--- src/rtl/dot_product_sequencer.sv ---
// Dot-product sequencer feeding a 3-stage pipelined 8x8 MAC: clear, stream N pairs, drain, capture.
// Optional abort input is compiled in when DOTSEQ_ABORT_EN is defined.
module dot_product_sequencer #(
    parameter int LEN_W     = 8,
    parameter int DRAIN_CYC = 3
) (
    input  logic             clk,
    input  logic             r,
    input  logic             start,
    input  logic [LEN_W-1:0] len,
    output logic             busy,
    input  logic             in_valid,
    input  logic [7:0]       in_a,
    input  logic [7:0]       in_b,
    output logic             in_ready,
`ifdef DOTSEQ_ABORT_EN
    input  logic             abort,
`endif
    output logic             mac_clr,
    output logic [7:0]       mac_a,
    output logic [7:0]       mac_b,
    input  logic [15:0]      mac_acc,
    input  logic             mac_of,
    output logic             res_valid,
    input  logic             res_ready,
    output logic [15:0]      res_acc,
    output logic             res_of
);

    localparam int DC_W = $clog2(DRAIN_CYC) + 1;
    localparam logic [DC_W-1:0] DRAIN_LAST = DC_W'(DRAIN_CYC - 1);

    typedef enum logic [2:0] {
        S_IDLE  = 3'd0,
        S_CLR   = 3'd1,
        S_FEED  = 3'd2,
        S_DRAIN = 3'd3,
        S_DONE  = 3'd4
    } state_t;

    state_t           r_state;
    state_t           w_seq_next;
    state_t           w_next;
    logic [LEN_W-1:0] r_len;
    logic [LEN_W-1:0] r_remaining;
    logic [DC_W-1:0]  r_drain_cnt;
    logic             r_sticky;
    logic             r_mac_clr;
    logic             r_res_valid;
    logic [15:0]      r_res_acc;
    logic             r_res_of;
    logic             w_xfer;
    logic             w_drain_end;
    logic             w_abort;

`ifdef DOTSEQ_ABORT_EN
    logic w_active;
    assign w_active = (r_state == S_CLR) || (r_state == S_FEED) || (r_state == S_DRAIN);
    assign w_abort  = abort & w_active;
`else
    assign w_abort  = 1'b0;
`endif

    assign w_xfer      = (r_state == S_FEED) & in_valid;
    assign w_drain_end = (r_state == S_DRAIN) && (r_drain_cnt == DRAIN_LAST);

    assign busy      = (r_state != S_IDLE);
    assign in_ready  = (r_state == S_FEED);
    // Non-transfer cycles present zeros so the MAC accumulates nothing.
    assign mac_a     = w_xfer ? in_a : 8'd0;
    assign mac_b     = w_xfer ? in_b : 8'd0;
    assign mac_clr   = r_mac_clr;
    assign res_valid = r_res_valid;
    assign res_acc   = r_res_acc;
    assign res_of    = r_res_of;

    // Next-state decode; abort overrides every active-state transition.
    always_comb begin
        w_seq_next = r_state;
        case (r_state)
            S_IDLE: begin
                if (start) w_seq_next = S_CLR;
                else       w_seq_next = S_IDLE;
            end
            S_CLR: begin
                if (r_len != {LEN_W{1'b0}}) w_seq_next = S_FEED;
                else                        w_seq_next = S_DRAIN;
            end
            S_FEED: begin
                if (w_xfer && (r_remaining == LEN_W'(1))) w_seq_next = S_DRAIN;
                else                                      w_seq_next = S_FEED;
            end
            S_DRAIN: begin
                if (w_drain_end) w_seq_next = S_DONE;
                else             w_seq_next = S_DRAIN;
            end
            S_DONE: begin
                if (r_res_valid && res_ready) w_seq_next = S_IDLE;
                else                          w_seq_next = S_DONE;
            end
            default: w_seq_next = S_IDLE;
        endcase
        w_next = w_abort ? S_IDLE : w_seq_next;
    end

    // State register.
    always_ff @(posedge clk or negedge r) begin
        if (!r) r_state <= S_IDLE;
        else    r_state <= w_next;
    end

    // Command latch, element countdown and drain timer.
    always_ff @(posedge clk or negedge r) begin
        if (!r) begin
            r_len       <= {LEN_W{1'b0}};
            r_remaining <= {LEN_W{1'b0}};
            r_drain_cnt <= {DC_W{1'b0}};
        end else begin
            if ((r_state == S_IDLE) && start) r_len <= len;
            if (r_state == S_CLR)  r_remaining <= r_len;
            else if (w_xfer)       r_remaining <= r_remaining - LEN_W'(1);
            if (r_state == S_DRAIN) r_drain_cnt <= r_drain_cnt + DC_W'(1);
            else                    r_drain_cnt <= {DC_W{1'b0}};
        end
    end

    // MAC clear pulse and sticky overflow; the MAC drops of after the next clean add.
    always_ff @(posedge clk or negedge r) begin
        if (!r) begin
            r_mac_clr <= 1'b0;
            r_sticky  <= 1'b0;
        end else begin
            r_mac_clr <= (w_next == S_CLR) | w_abort;
            if (r_state == S_CLR)
                r_sticky <= 1'b0;
            else if ((r_state == S_FEED) || (r_state == S_DRAIN))
                r_sticky <= r_sticky | mac_of;
        end
    end

    // Result capture at the end of the last drain cycle, released by the handshake.
    always_ff @(posedge clk or negedge r) begin
        if (!r) begin
            r_res_valid <= 1'b0;
            r_res_acc   <= 16'd0;
            r_res_of    <= 1'b0;
        end else if (w_drain_end && !w_abort) begin
            r_res_valid <= 1'b1;
            r_res_acc   <= mac_acc;
            r_res_of    <= r_sticky | mac_of;
        end else if ((r_state == S_DONE) && res_ready) begin
            r_res_valid <= 1'b0;
        end
    end

endmodule

--- config.mk ---
export PLATFORM = sky130hd
export DESIGN_NAME = dot_product_sequencer
export DESIGN_NICKNAME = d
export VERILOG_FILES = /design/src/rtl/dot_product_sequencer.sv
export SDC_FILE = /design/constraint.sdc
export NUM_CORES = 1
export LEC_CHECK = 0
export CAP_MARGIN = 20
export CORE_ASPECT_RATIO = 1.75
export CORE_MARGIN = 3
export CORE_UTILIZATION = 36
export CTS_CLUSTER_SIZE = 8
export DETAILED_ROUTE_END_ITERATION = 16
export GPL_TIMING_DRIVEN = 0
export PLACE_DENSITY = 0.68
export SYNTH_ARGS = -nofsm -noshare
export SYNTH_HDL_FRONTEND = slang
export SYNTH_SLANG_ARGS = --single-unit
--- constraint.sdc ---
create_clock -name clk -period 2 [get_ports clk]
set_clock_uncertainty 0.15 [all_clocks]
set_input_delay 0.4 -clock clk [delete_from_list [all_inputs] [get_ports clk]]
set_output_delay 0.4 -clock clk [all_outputs]
set_load 0.02 [all_outputs]
Word level (Yosys, flattened, before mapping)
Index checks and enable logic that the tools add are counted.
- register bits: 42
- bits of input ports: 46
- output and inout bits: 37
- logic and storage cells: 47
- $add $sub $neg: 2
- equal/unequal tests: 7
- mux-type cells: 15
- bitwise gates (word level): 2
- reductions and logical operators: 12
- operator list (cell ; count):
    two-way mux 8 bit ; 4
    case mux 3 bit (5 select lines) ; 1
    == test 3 x 2 -> 1 bit (second input constant) ; 3
    two-way mux 3 bit ; 3
    == test 8 x 1 -> 1 bit (second input constant) ; 1
    nonzero test 8 bit ; 1
    subtractor 8 x 1 -> 8 bit (second input constant) ; 1
    two-way mux 1 bit ; 7
    == test 3 x 1 -> 1 bit (second input constant) ; 2
    nonzero test 2 bit ; 3
    logical AND 1 bit ; 5
    adder 3 x 1 -> 3 bit (second input constant) ; 1
    == test 3 bit (second input constant) ; 1
    zero test 3 bit ; 1
    nonzero test 3 bit ; 1
    AND 1 bit ; 1
    logical OR 1 bit ; 1
    OR 1 bit ; 1

Depth between registers and ports, before layout
Gate-level depths: netlist (run 1).
- depth after elaboration: 6
- depth in mapped cells: 7
- mapped depth without buffers: 6

Worst setup path before layout (run 1)
No wires, ideal clock.
- path kind: reg-to-reg
- start: reg r_remaining[5]
- end: reg r_remaining[7]
- setup time: 0.126 ns
- data arrival time: 1.775 ns
- required time: 1.724 ns
- path slack: -0.051 ns
- stages on the path, launching flop included: 5
- buffers on the path: 0
- clock period less this slack: 2.051 ns
- cells stage by stage: dfrtp_1 or4_1 or4_1 a21o_1 a221o_1
- longest elaborated chain between the ends: 3
- ends and longest elaborated chain (element ; line ; text):
    start, declared ; 45 ; logic [LEN_W-1:0] r_remaining;
    start signal, assigned ; 116 ; r_remaining <= {LEN_W{1'b0}};
    start signal, assigned ; 120 ; if (r_state == S_CLR) r_remaining <= r_len;
    start signal, assigned ; 121 ; else if (w_xfer) r_remaining <= r_remaining - LEN_W'(1);
    subtractor 8 x 1 -> 8 bit ; 121 ;
    two-way mux 8 bit ; 121 ;
    two-way mux 8 bit ; 120 ;
No other way between the ends. The select of a mux whose other input is x is not followed.
A chain may end at the register's enable or synchronous reset.

Worst setup path in the final report (run 1)
Same ends and word-level chain as after synthesis.

==> results of run 1 <==
-- critical path, stage by stage, from the launching register on --
cell	delay [ns]
dfrtp_1	0.40
or4_4	0.54
or4_4	0.43
a21o_1	0.18
a221o_1	0.31
-- power breakdown --
part           switching [uW]  internal (uW)  total [uW]
registers                 278           1230        1510
logic                    1120           1420        2540
clock network             263            240         503
-- cell usage after synthesis (all sizes together) --
master | number | area (sq um)
and3 | 1 | 6.260
nand4 | 1 | 6.260
a21o | 1 | 7.510
nor3 | 6 | 30.03
nand2 | 16 | 60.06
nor2 | 9 | 33.78
inv | 5 | 18.77
a31oi | 1 | 6.260
nor3b | 3 | 33.78
nand2b | 1 | 6.260
mux2 | 24 | 270.3
dfrtp | 42 | 1051
a211oi | 1 | 7.510
a32oi | 1 | 8.760
or4 | 2 | 15.01
a31o | 1 | 8.760
and4bb | 1 | 12.51
nor2b | 1 | 6.260
a2bb2oi | 1 | 8.760
o21ai | 6 | 30.03
and2 | 16 | 100.1
ha | 4 | 50.05
o211ai | 1 | 7.510
nand3 | 4 | 20.02
a21oi | 4 | 20.02
nor4 | 5 | 31.28
nand4bb | 1 | 11.26
a221o | 3 | 30.03
o311ai | 1 | 8.760
clkbuf | 5 | 18.77
buf | 3 | 20.01
a22oi | 1 | 7.510
xnor2 | 1 | 8.760
-- cell families (layout without fill, tap and decap cells) --
| family | after synthesis | count (layout) | share of synthesized area |
|---|---|---|---|
| AO/OA/AOI/OAI | 22 | 22 | 0.07718 |
| buffers and inverters | 13 | 120 | 0.02933 |
| multiplexers | 24 | 24 | 0.1378 |
| adder cells (fa/ha/maj) | 4 | 4 | 0.02551 |
| XOR/XNOR | 1 | 1 | 0.004465 |
| flip-flops | 42 | 42 | 0.5357 |
| AND/OR/NAND/NOR | 67 | 67 | 0.1901 |
-- per-stage QoR --
stage | area, sq um | util | setup slack, ns | total power [uW] | TNS (ns)
after CTS | 3164 | 0.6021 | -0.1318 | 4506 | -1.327
final | 3208 | 0.6105 | -0.1194 | 4552 | -0.4756
after floorplan | 1962 | - | -0.05149 | 2698 | -0.05149
after detailed placement | 2867 | 0.5455 | -0.8312 | 3612 | -13.55
after global placement | 2851 | 0.5426 | -0.8249 | 3567 | -45.65
after global routing | 3208 | 0.6105 | -0.1496 | 4848 | -1.229
-- what timing repair did --
item,4_1_cts,5_1_grt
pin swaps,17,2
gates cloned,1,0
buffers inserted,13,3
hold buffers,1,0
endpoints found under the setup margin,29,31
endpoints found under the hold margin,4,0
resized for setup,134,10
-- registers in the layout, indices dropped and copies added, names as in the netlist, 3 cells and up --
register     cells
r_remaining      8
res_acc         16
r_state          3
r_len            8
r_drain_cnt      3
-- per-layer routing --
metal	global-route usage	up-vias	wire, microns
met4	0.06222	0	90
met3	0.03616	7	340
li1	-	827	-
met2	0.2834	78	2730
met1	0.1787	861	1832
met5	0	-	0
-- path summary, 6_finish.rpt --
kind,depth (start not counted),startpoint,to,slack (ns)
max,4,r_remaining[5],r_remaining[7],-0.12
min,2,r,r_len[4],0.33
max reg2reg,4,r_remaining[5],r_remaining[7],-0.12
min reg2reg,1,r_drain_cnt[0],r_drain_cnt[0],0.33
max in group asynchronous,3,r,r_state[1],0.93
min in group clk,1,r_drain_cnt[0],r_drain_cnt[0],0.33
-- final cells by class --
class,instances,area (sq um)
Inverter,5,18.77
Tap cell,55,68.82
Timing Repair Buffer,101,1010
Sequential cell,42,1055
Clock buffer,7,76.32
Multi-Input combinational cell,118,919.6
Buffer,7,60.06
Fill cell,445,2047
==> impl_metrics.ini, run 1 <==
[worst_setup_path]
required_ns = 2.02
end_kind = register
crit_fanout = 2
criticalPathCategory = register to register
cp.arrival_ns = 2.14
start_kind = register

[global_route]
track_usage = 0.1617
antenna_found_initial = 0
grt_overflow = 0
grt_pass1_wl_mm = 7.900
grt_max_degree = 39
grt_pass1_vias = 1786

[clocking]
htreeDepth = 2
cts_buffers = 5
clock-root-buffer = clkbuf_8
clock_sinks = 42
clkSlewWorstSetupHoldPaths_ns = 0.07
worstSkewPairLatency_ns = 0.28
tritoncts = yes
cts_buffer_depth = 2

[outcome]
status = finished with violations
violations = setup timing

[synthesis]
synthesis.nets = 223
avgSynthCellArea_sq_um = 11.34
synth_cell_type_count = 35
ys_warn_count = 0
synthCells = 173
synth-seq-area-share = 0.5357
netlist_area_sq_mm = 0.001962
yosys_register_bits = 42

[layout]
layout_commonest_cell = clkdlybuf4s50_1
instances_no_fill = 335
num-nets-final = 330
drive_gt1_frac = 0.3571
synthToLayoutAreaGrowth_pct = 63.52
layout_common_cells = 62 x clkdlybuf4s50_1, 39 x dfrtp_1, 24 x mux2_2
antenna_cells = 0

[timing]
slew_violations = 0
relSlewSlack = 0.6868
finalHoldViolCount = 0
fmax_mhz = 471.8
fin_ws_ns = -0.1194
finalCriticalPeriod_ns = 2.119
worst-slew-pin-transition_ns = 0.4655
fin_crit_sh = 1.060
setup_violations = 6
holdWs_ns = 0.3257
rsz0062_at_grt = true

[detailed_routing]
dr_total_vias = 1773
first_pass_iters = 4
dr.first_iter.drc_count = 29
drc = 0
drtAntennaViolNets = 0
via_per_inst = 5.293
wl_mm = 4.994
wl_per_cell_microns = 14.91

[die]
dieHeight_microns = 103.7
coreArea_sq_mm = 0.005255
pin_count = 83
die_w_microns = 61.81
start_util = 0.3733
placementRows = 35
die-area_sq_mm = 0.006406

[placed_design]
portBuffers = 82
place_hpwl_mm = 3.458
gp_congestion = 0.7971
dp_cells = 311

[run]
maxCapViolations = 0

[hold_path]
hold_class = input port to asynchronous set/reset pin

[power]
ir_drop_v = 0.0008346
leakage_uw = 0.001420
cellPowerDensity_mw_per_mm2 = 1419
Note: power is estimated with default switching activity, not from simulation.
==> run 2, diff against run 1 <==
==> constraint.sdc (replaced) <==
create_clock -name clk -period 2 [get_ports clk]
set_clock_uncertainty 0.15 [all_clocks]
set_input_delay 0.3 -clock clk [delete_from_list [all_inputs] [get_ports clk]]
set_output_delay 0.3 -clock clk [all_outputs]
set_load 0.02 [all_outputs]
==> impl_metrics.ini, run 2 (synthesis results as in run 1) <==
[outcome]
status = finished with violations
violations = setup timing

[worst_setup_path]
crit_fanout = 2
r2r_slack_ns = -0.12
end_kind = register
path_common_cell = or4_4
cp.arrival_ns = 2.14
cpMaxStageDelayCell = or4_4
required_ns = 2.02
critPathTopFamily = simple AND/OR/NAND/NOR gates
path_buf_inv = 0
crit_chain = or4_4, or4_4, a21o_1, a221o_1
crit_path_max_incr_delay_ns = 0.54
start_kind = register
criticalPathCategory = register to register

[placed_design]
dp_slack_ns = -0.6312
place_hpwl_mm = 3.458
portBuffers = 82
gp_congestion = 0.7971

[timing]
fin_ws_ns = -0.1192
worst-slew-pin-transition_ns = 0.4601
slew_violations = 0
relSlewSlack = 0.6905
finalHoldViolCount = 0
finalCriticalPeriod_ns = 2.119
setup_violations = 1
fmax_mhz = 471.9
fin_crit_sh = 1.060
rsz0062_at_grt = true

[detailed_routing]
dr.first_iter.drc_count = 44
drtAntennaViolNets = 0
first_pass_iters = 4
wl_per_cell_microns = 14.62
dr_total_vias = 1722
drc = 0
wl_mm = 4.840
via_per_inst = 5.202

[die]
die_w_microns = 61.81
die-area_sq_mm = 0.006406
pin_count = 83
start_util = 0.3733
coreArea_sq_mm = 0.005255
placementRows = 35
dieHeight_microns = 103.7

[layout]
drive_gt1_frac = 0.3116
post-route-util = 0.5888
antenna_cells = 0
layout_commonest_cell = clkdlybuf4s50_1
synthToLayoutAreaGrowth_pct = 57.72
largest_reg_flops = 16
num-nets-final = 326
layout_common_cells = 63 x clkdlybuf4s50_1, 39 x dfrtp_1, 24 x mux2_2

[hold_path]
hold_class = input port to asynchronous set/reset pin

[power]
cellPowerDensity_mw_per_mm2 = 1408
ir_drop_v = 0.0008322
finalPower_uw = 4356
leakage_uw = 0.001371

[global_route]
track_usage = 0.1574
grt_overflow = 0
grt_pass1_vias = 1741
antenna_found_initial = 0
grt_max_degree = 39
grt_pass1_wl_mm = 7.693

[run]
maxCapViolations = 0

[clocking]
worstSkewPairLatency_ns = 0.28
clkSlewWorstSetupHoldPaths_ns = 0.07
cts_buffers = 5
tritoncts = yes
clock_sinks = 42
cts_buffer_depth = 2
clock-root-buffer = clkbuf_8
htreeDepth = 2
[run 2: cell count changes in the layout (fill, tap and decap cells not counted), sizes merged]
| cell | change |
|---|---|
| clkbuf | +1 |
| buf | -6 |
| clkdlybuf4s50 | +1 |
[run 2: area by class of cell]
| type | count | area (sq um) |
|---|---|---|
| buffer | 7 | 58.81 |
| tap | 55 | 68.82 |
| inverter | 5 | 18.77 |
| clock buffer | 7 | 76.32 |
| fill | 460 | 2161 |
| multi-input combinational | 118 | 888.4 |
| timing repair buffer | 97 | 928.4 |
| sequential | 42 | 1055 |
[run 2: layer usage]
layer,vias to the layer above,wire length (microns),track usage
li1,818,-,-
met1,827,1765,0.1770
met2,71,2653,0.2706
met3,6,343,0.03741
met4,0,78,0.06222
met5,-,0,0
[run 2: worst paths after layout]
check	startpoint	end	cells after the start
worst max register to register	r_remaining[5]	r_remaining[7]	4
worst max-delay path	r_remaining[5]	r_remaining[7]	4
min in group clk	r_drain_cnt[0]	r_drain_cnt[0]	1
worst min-delay path	r	r_len[4]	2
worst min register to register	r_drain_cnt[0]	r_drain_cnt[0]	1
max in group asynchronous	r	r_state[1]	3
[run 2: through the flow]
stage               instances  hold WS (ns)  TNS (ns)  instance area (sq um)
finish                    331        0.2349   -0.1192                   3094
global route              331        0.2387   -0.1709                   3094
CTS                       329        0.2137   -0.1580                   3073
detailed placement        311      -0.01626    -10.17                   2867
global placement          310        0.3133    -38.10                   2851
floorplan                 173       -0.1456  -0.05149                   1962
[run 2: repair_timing]
action	in CTS	in global routing
resized for setup	108	5
hold buffers	1	0
pin swaps	11	2
gates cloned	1	0
setup endpoints to repair	29	24
endpoints found under the hold margin	42	0
buffers inserted	10	2
[run 2: power by group]
part           internal [uW]  switching [uW]  leakage (uW)
Combinational           1280            1070      0.000831
Clock                    240             258     0.0000383
Sequential              1230             279      0.000502
Total                   2750            1610       0.00137
